### config.mk
export PLATFORM = sky130hd
export DESIGN_NAME = ram_phase_sequencer
export DESIGN_NICKNAME = d
export VERILOG_FILES = /design/src/rtl/picnic_ctrl_pkg.sv /design/src/rtl/ram_port_mux.sv /design/src/rtl/ram_phase_sequencer.sv
export SDC_FILE = /design/constraint.sdc
export NUM_CORES = 1
export LEC_CHECK = 0
export ABC_AREA = 0
export CORE_UTILIZATION = 25
export DETAILED_ROUTE_END_ITERATION = 8
export PLACE_DENSITY = 0.75
export SYNTH_ARGS = -nofsm -noshare
export SYNTH_HDL_FRONTEND = slang
export SYNTH_SLANG_ARGS = --single-unit
### constraint.sdc
create_clock -name sys_clk -period 3.2 [get_ports sys_clk]
set_input_delay 0.32 -clock sys_clk [delete_from_list [all_inputs] [get_ports sys_clk]]
set_output_delay 0.32 -clock sys_clk [all_outputs]
set_load 0.01 [all_outputs]
### src/rtl/picnic_ctrl_pkg.sv
// Shared control package for the Picnic/SM4 board controller: phase state
// encoding and RAM geometry shared by the sequencer, its mux and benches.
package picnic_ctrl_pkg;

  typedef enum logic [2:0] {
    PH_IDLE = 3'd0,
    PH_LOAD = 3'd1,
    PH_GAP1 = 3'd2,
    PH_RUN  = 3'd3,
    PH_GAP2 = 3'd4,
    PH_DUMP = 3'd5,
    PH_DONE = 3'd6,
    PH_ERR  = 3'd7
  } ph_state_t;

  localparam int RAM_ADDR_W = 15;
  localparam int RAM_DATA_W = 8;

  // Size of the parameter image the UART loader streams in.
  localparam logic [14:0] LOAD_BYTES = 15'h22a0;

endpackage

### src/rtl/ram_port_mux.sv
// Combinational 3-master select onto the single RAM port, keyed on the
// sequencer's registered phase state.
module ram_port_mux
  import picnic_ctrl_pkg::*;
#(
  parameter int ADDR_W = RAM_ADDR_W,
  parameter int DATA_W = RAM_DATA_W
) (
  input  ph_state_t          state,
  input  logic [ADDR_W-1:0]  load_addr,
  input  logic [DATA_W-1:0]  load_din,
  input  logic               load_wea,
  input  logic [ADDR_W-1:0]  core_addr,
  input  logic [DATA_W-1:0]  core_din,
  input  logic               core_wea,
  input  logic [ADDR_W-1:0]  dump_addr,
  output logic [ADDR_W-1:0]  ram_addr,
  output logic [DATA_W-1:0]  ram_din,
  output logic               ram_wea
);

  // Idle/gap/terminal states park the port at zero so stray writes never land.
  always_comb begin
    ram_addr = '0;
    ram_din  = '0;
    ram_wea  = 1'b0;
    case (state)
      PH_LOAD: begin
        ram_addr = load_addr;
        ram_din  = load_din;
        ram_wea  = load_wea;
      end
      PH_RUN: begin
        ram_addr = core_addr;
        ram_din  = core_din;
        ram_wea  = core_wea;
      end
      PH_DUMP: begin
        ram_addr = dump_addr;
      end
      default: ;
    endcase
  end

endmodule

### src/rtl/ram_phase_sequencer.sv
// Phase controller: LOAD -> RUN -> DUMP over one shared RAM port.
// Optional per-phase watchdog enabled by defining RAM_PHASE_TIMEOUT_EN.
module ram_phase_sequencer
  import picnic_ctrl_pkg::*;
#(
  parameter int          ADDR_W      = RAM_ADDR_W,
  parameter int          DATA_W      = RAM_DATA_W,
  parameter logic [31:0] TIMEOUT_CYC = 32'd50_000_000
) (
  input  logic               sys_clk,
  input  logic               sys_rst_n,
  input  logic               go,
  output logic               load_start,
  input  logic               load_end,
  input  logic [ADDR_W-1:0]  load_addr,
  input  logic [DATA_W-1:0]  load_din,
  input  logic               load_wea,
  output logic               core_start,
  input  logic               core_done,
  input  logic [ADDR_W-1:0]  core_addr,
  input  logic [DATA_W-1:0]  core_din,
  input  logic               core_wea,
  output logic               dump_start,
  input  logic               dump_end,
  input  logic [ADDR_W-1:0]  dump_addr,
  output logic [ADDR_W-1:0]  ram_addr,
  output logic [DATA_W-1:0]  ram_din,
  output logic               ram_wea,
  input  logic [DATA_W-1:0]  ram_dout,
  output logic [DATA_W-1:0]  rd_data,
  output logic               busy,
  output logic               done,
  output logic               err,
  output logic [2:0]         state_dbg
);

  // Handshake: each *_start is a level held for the whole phase; the master
  // answers with a level/pulse on its end input, which only counts while the
  // owning phase is active (ends seen in any other state are ignored).
  ph_state_t state_q, state_nxt;

`ifdef RAM_PHASE_TIMEOUT_EN
  logic [31:0] cyc_cnt_q;
  logic        counting;
  logic        timeout_hit;

  assign counting    = (state_q == PH_LOAD) || (state_q == PH_RUN) || (state_q == PH_DUMP);
  assign timeout_hit = counting && (cyc_cnt_q == TIMEOUT_CYC - 32'd1);

  always_ff @(posedge sys_clk or negedge sys_rst_n) begin
    if (!sys_rst_n)              cyc_cnt_q <= '0;
    else if (state_nxt != state_q) cyc_cnt_q <= '0;
    else if (counting)           cyc_cnt_q <= cyc_cnt_q + 32'd1;
  end
`else
  logic unused_timeout_cfg;
  assign unused_timeout_cfg = ^TIMEOUT_CYC;
`endif

  always_comb begin
    state_nxt = state_q;
    case (state_q)
      PH_IDLE, PH_DONE, PH_ERR: if (go) state_nxt = PH_LOAD;
      PH_LOAD: if (load_end)  state_nxt = PH_GAP1;
      PH_GAP1:                state_nxt = PH_RUN;
      PH_RUN:  if (core_done) state_nxt = PH_GAP2;
      PH_GAP2:                state_nxt = PH_DUMP;
      PH_DUMP: if (dump_end)  state_nxt = PH_DONE;
      default:                state_nxt = PH_IDLE;
    endcase
`ifdef RAM_PHASE_TIMEOUT_EN
    // A phase end arriving on the last allowed cycle still wins.
    if (timeout_hit && (state_nxt == state_q)) state_nxt = PH_ERR;
`endif
  end

  // Starts are flopped from the next state so they track the state register exactly.
  always_ff @(posedge sys_clk or negedge sys_rst_n) begin
    if (!sys_rst_n) begin
      state_q    <= PH_IDLE;
      load_start <= 1'b0;
      core_start <= 1'b0;
      dump_start <= 1'b0;
    end else begin
      state_q    <= state_nxt;
      load_start <= (state_nxt == PH_LOAD);
      core_start <= (state_nxt == PH_RUN);
      dump_start <= (state_nxt == PH_DUMP);
    end
  end

  assign busy      = (state_q == PH_LOAD) || (state_q == PH_GAP1) || (state_q == PH_RUN) ||
                     (state_q == PH_GAP2) || (state_q == PH_DUMP);
  assign done      = (state_q == PH_DONE);
`ifdef RAM_PHASE_TIMEOUT_EN
  assign err       = (state_q == PH_ERR);
`else
  assign err       = 1'b0;
`endif
  assign rd_data   = ram_dout;
  assign state_dbg = state_q;

  ram_port_mux #(
    .ADDR_W (ADDR_W),
    .DATA_W (DATA_W)
  ) u_mux (
    .state     (state_q),
    .load_addr (load_addr),
    .load_din  (load_din),
    .load_wea  (load_wea),
    .core_addr (core_addr),
    .core_din  (core_din),
    .core_wea  (core_wea),
    .dump_addr (dump_addr),
    .ram_addr  (ram_addr),
    .ram_din   (ram_din),
    .ram_wea   (ram_wea)
  );

endmodule

==> results of run 1 <==
## metrics by stage
step	hold WS (ns)	total power, uW	instances
after global placement	0.569	1160	268
after global routing	0.376	1380	271
after CTS	0.330	1300	271
after detailed placement	0.571	1170	268
after floorplan	0.0244	714	137
final	0.325	1270	271
## report_power, final
| group | switching, uW | total [uW] | leakage, uW | internal (uW) |
|---|---|---|---|---|
| registers | 68.8 | 173 | 0.0000779 | 104 |
| logic | 417 | 985 | 0.000656 | 569 |
| clock network | 33.6 | 115 | 0.0000216 | 80.9 |
| total | 519 | 1270 | 0.000756 | 753 |
## synth_stat cells
master    number
a311oi_2       1
a21oi_1        4
inv_1          4
buf_4         10
buf_2          8
a41oi_1        1
o221ai_1       1
clkbuf_1       2
mux2_1         1
nor3_1         2
nor3_2         1
nand2b_1       1
o21ai_0       13
dfrtp_1        6
nand2_1       15
a22o_4         1
nor2b_1        3
and2_1        12
mux2i_1       24
ha_1           1
o211ai_1       1
conb_1         1
o41ai_1        1
a22o_1         1
mux2_4         1
nor3b_2        1
xnor2_1        1
nor3b_1        2
a211oi_2       1
buf_6          1
nor2_1        15
## state kept, by name, indices dropped and copies added, names as in the netlist
signal,count
dump_start,1
core_start,1
load_start,1
state_dbg,3
## layer usage
layer	global-route usage, %	vias to the layer above	part of all wire [%]
met5	0	-	0
met4	4.26	0	0.67
met3	2.93	2	12
met2	29.1	66	51
met1	14.9	533	36
li1	-	629	-
## path summary, 6_finish.rpt
kind	to	depth (start not counted)	slack, ns	from
hold reg to reg	state_dbg[2]$_DFF_PN0_	2	0.94	state_dbg[2]$_DFF_PN0_
min in group sys_clk	rd_data[0]	0	0.64	ram_dout[0]
setup / recovery	ram_addr[4]	5	0.72	state_dbg[2]$_DFF_PN0_
max in group asynchronous	load_start$_DFF_PN0_	1	2.67	sys_rst_n
hold / removal	state_dbg[0]$_DFF_PN0_	1	0.32	sys_rst_n
setup reg to reg	core_start$_DFF_PN0_	6	1.06	state_dbg[1]$_DFF_PN0_
## cell type report
cell class / count / share of cell area, %
repair buffers: 104 / 51.0
multi-input cells: 106 / 35.8
flip-flops and latches: 6 / 7.43
well taps: 48 / 2.97
clock buffers: 3 / 2.04
inverters: 4 / 0.743
## layout by cell type (no fill, tap or decap), types with 2 or more instances in the layout
cell type        Yosys  routed
nor2b_1              3       3
inv_1                4       4
clkdlybuf4s50_1      0     100
and2_1              12      12
buf_4               10       4
mux2i_1             24      24
a21oi_1              4       4
nor3b_1              2       2
o21ai_0             13      13
nand2_1             15      15
nor3_1               2       2
dfrtp_1              6       6
nor2_1              15      15
clkbuf_8             0       3
## logic make-up after synthesis
kind of cell,Yosys count
and+or+nand+nor,52
muxes,26
AOI/OAI and AO/OA,25
buffers and inverters,25
DFF,6
adders and majority gates,1
other,1
xor gates and xnor gates,1
==> flow_metrics.tcl, run 1 <==
set metrics [dict create \
    grt_pass1_vias 1180 \
    detail_route.iter0.violations 31 \
    synth.area.top_cells "mux2i_1 23%, dfrtp_1 15%, and2_1 7.3%" \
    layout-drive-gt1-share_pct 5.83 \
    initial_core_util_pct 26.9 \
    outcome "completed" \
    vias 1230 \
    max_cap_viol_count 0 \
    synthDistinctLibCells 31 \
    cts.reportedPaths.clkPinSlew_ns 0.04 \
    hold_buffers 0 \
    crit_fanout 15 \
    seq_area_frac_synth_pct 14.7 \
    synth_top_family_by_area "multiplexers" \
    vias_per_cell 4.54 \
    ff_latch_area_sq_um 150 \
    maxSlewHeadroom_pct 57.9 \
    critPathBufInv 2 \
    ioPinCount 118 \
    fin_skew_ns 0.00535 \
    cp.arrival_ns 2.16 \
    worst_slew_pin_slew_ns 0.631 \
    synth_seq_cells 6 \
    syn_area_sq_um 1020 \
    peakVddDrop_mv 0.276 \
    synth_area_per_cell_sq_um 7.47 \
    numCtsBuffers 3 \
    cp_slowest_cell "dfrtp_1" \
    clkSinkCount 6 \
    synth_compound_area_share_pct 16.9 \
    setup_violations 0 \
    fp-row-count 22 \
    clockBufferDepth 2 \
    fin_area_sq_um 2020 \
    cp-start-kind "flop" \
    overflow 0 \
    fin_ws_ns 0.722 \
    p_per_area_nw_per_um2 629 \
    synth_top_area_share_pct 23.5 \
    antenna_cells 0 \
    place_area_sq_um 1980 \
    yosysTopAreaCell "mux2i_1" \
    fin_util_pct 53.2 \
    die_w_um 66.0 \
    clkLatencyLatePin_ns 0.23 \
    core_sq_um 3800 \
    wire_per_inst_um 12.1 \
    ant_nets 0 \
    synth.area.mux_share_pct 26.0 \
    cp_top_family "buffers and inverters" \
    cts_max_level 1 \
    dieArea_sq_um 4350 \
    setup_tns_ns 0 \
    ctsResizeCount 0 \
    place_ws_ns 0.939 \
    period_needed_ns 2.48 \
    portBuffers 100 \
    hpwlAfterDp_um 2660 \
    cp.required_ns 2.88 \
    synth_xor_area_share_pct 0.856 \
    antenna_found_initial 0 \
    cts_tree "yes" \
    wl_um 3280 \
    multi_input_area_sq_um 724 \
    cts_setup_buffers 0 \
    max_freq_mhz 404 \
    gp_congestion 0.759 \
    die_y_um 66.0 \
    fin_crit_sh_pct 77.4 \
    hp-class "in -> async" \
    fillers 369 \
    drt_first_pass_iters 4 \
    syn_to_final_growth_pct 97.6 \
    clockRootBuffer "clkbuf_8" \
    crit_path_end_kind "output port" \
    crit_type "reg -> out" \
    drc 0 \
    grt_pass1_wl_um 4980 \
    synth_adder_area_share_pct 1.22 \
    grt_usage_pct 14.6 \
    cpPeakStageDelay_ns 0.63 \
    rsz0062_at_grt "no" \
    yosys.area_share.simple_pct 25.4 \
    ys_warn_count 0 \
    drv_slew 0 \
    synth_fp_nets 215 \
    layout.nets 303 \
    postSynthCellCount 137 \
    finalHoldViolations 0 \
    leakage_uw 0.000756 \
    grt_max_degree 24 \
    critical_path.cell_chain "buf_4 -> mux2i_1 -> o21ai_0 -> and2_1 -> clkdlybuf4s50_1" \
]
(Power assumes the default switching activity.)
==> run 2: changes to the inputs <==
clock period = 2.6 ns   (was 3.2 ns; I/O delays follow)
==> flow_metrics.tcl, run 2 (same netlist as run 1, synthesis figures left out) <==
set metrics [dict create \
    outcome "completed" \
    grt_usage_pct 14.2 \
    core_sq_um 3800 \
    dieArea_sq_um 4350 \
    portBuffers 100 \
    finalHoldViolations 0 \
    die_w_um 66.0 \
    fp-row-count 22 \
    met1Wirelength_um 1160 \
    antenna_found_initial 0 \
    critPathBufInv 2 \
    dr_wl_met3_um 441 \
    crit_fanout 19 \
    cts_tree "yes" \
    vias_per_cell 4.61 \
    crit_path_end_kind "output port" \
    layout_common_cells "100 x clkdlybuf4s50_1, 24 x mux2i_1, 15 x nor2_1, 15 x nand2_1, 13 x o21ai_0" \
    fillers 375 \
    detail_route.iter0.violations 30 \
    ctsResizeCount 0 \
    gp_congestion 0.722 \
    ant_nets 0 \
    layout.nets 303 \
    numCtsBuffers 3 \
    wl_um 3320 \
    r2r_setup_slack_ns 0.46 \
    rr_worst_depth 7 \
    antenna_cells 0 \
    worstReg2RegEnd "core_start$_DFF_PN0_" \
    period_needed_ns 2.20 \
    largest_reg_flops 3 \
    setup_violations 0 \
    grt_pass1_wl_um 4870 \
    drt_first_pass_iters 4 \
    cp-start-kind "flop" \
    power_uw 1600 \
    layout_commonest_cell "clkdlybuf4s50_1" \
    wire_per_inst_um 12.2 \
    initial_core_util_pct 26.9 \
    layout-drive-gt1-share_pct 5.83 \
    cts.reportedPaths.clkPinSlew_ns 0.04 \
    hold_buffers 0 \
    max_cap_viol_count 0 \
    grt_pass1_vias 1121 \
    leakage_uw 0.000762 \
    peakVddDrop_mv 0.429 \
    vias 1250 \
    fin_skew_ns 0.00646 \
    clkSinkCount 6 \
    clockRootBuffer "clkbuf_8" \
    overflow 0 \
    crit_type "reg -> out" \
    cp_slowest_cell "dfrtp_1" \
    hpwlAfterDp_um 2650 \
    rsz0062_at_grt "no" \
    max_freq_mhz 454 \
    drv_slew 0 \
    cp_top_family "buffers and inverters" \
    drc 0 \
    clockBufferDepth 2 \
    clkLatencyLatePin_ns 0.23 \
    cts_setup_buffers 0 \
    wl_met2_um 1690 \
    cp.arrival_ns 1.94 \
    reg2reg_from "state_dbg[1]$_DFF_PN0_" \
    cp.required_ns 2.34 \
    hp-class "in -> async" \
    setup_tns_ns 0 \
    topRoutingLayerUsed "met4" \
    grt_max_degree 34 \
    ioPinCount 118 \
    fin_crit_sh_pct 84.7 \
    p_per_area_nw_per_um2 783 \
    critical_path.cell_chain "buf_12 -> mux2i_1 -> o21ai_0 -> and2_1 -> clkdlybuf4s50_1" \
    syn_to_final_growth_pct 100 \
    cpPeakStageDelay_ns 0.55 \
    die_y_um 66.0 \
    cts_max_level 1 \
]
## run 2: cell counts in the layout (fill, tap and decap cells not counted)
Identical to the previous run, type by type.
## run 2: cell type report
cell class                 instances  area (sq um)  area share (%)
clock buffer                       3          41.3            2.02
inverter                           4          15.0           0.733
multi-input combinational        106           724            35.4
sequential                         6           150            7.33
tap                               48          60.1            2.93
timing repair buffer             104          1060            51.6
## run 2: report_power, final
group / switching [uW] / internal (uW) / leakage, uW
combinational: 576 / 725 / 0.000663
sequential: 32.1 / 129 / 0.0000779
clock: 40.5 / 99.5 / 0.0000216
## run 2: stage by stage
step           cells  util, %  worst slack [ns]  cell area [sq um]  hold WS (ns)
2_1_floorplan    137        -             0.353               1020       -0.0356
3_3_place_gp     268     52.8             0.606               2010         0.514
3_5_place_dp     268     52.8             0.485               2010         0.515
4_1_cts          271     53.9             0.362               2050         0.274
5_1_grt          271     53.9             0.242               2050         0.293
6_report         271     53.9             0.397               2050         0.273
## run 2: worst register-to-register path, stage by stage, from the launching register on
cell	delay, ns
dfrtp_1	0.42
buf_12	0.22
inv_1	0.10
ha_1	0.38
nor3b_1	0.26
a211oi_2	0.07
a311oi_2	0.45
nor3b_1	0.10
## run 2: how the worst max path moves through the flow
stage | from | end | slack [ns] | cells after the start
after floorplan | state_dbg[1]$_DFF_PN0_ | core_start$_DFF_PN0_ | 0.35 | 9
after global placement | state_dbg[1]$_DFF_PN0_ | core_start$_DFF_PN0_ | 0.61 | 7
after detailed placement | state_dbg[1]$_DFF_PN0_ | core_start$_DFF_PN0_ | 0.49 | 7
after CTS | state_dbg[2]$_DFF_PN0_ | ram_addr[3] | 0.36 | 5
after global routing | state_dbg[2]$_DFF_PN0_ | ram_addr[3] | 0.24 | 5
final | state_dbg[2]$_DFF_PN0_ | ram_addr[3] | 0.40 | 5
## run 2: routing by layer
layer,global-route usage [%],up-vias
met5,0,-
met1,13.9,549
met4,3.99,0
met3,5.17,2
li1,-,632
met2,27.3,67
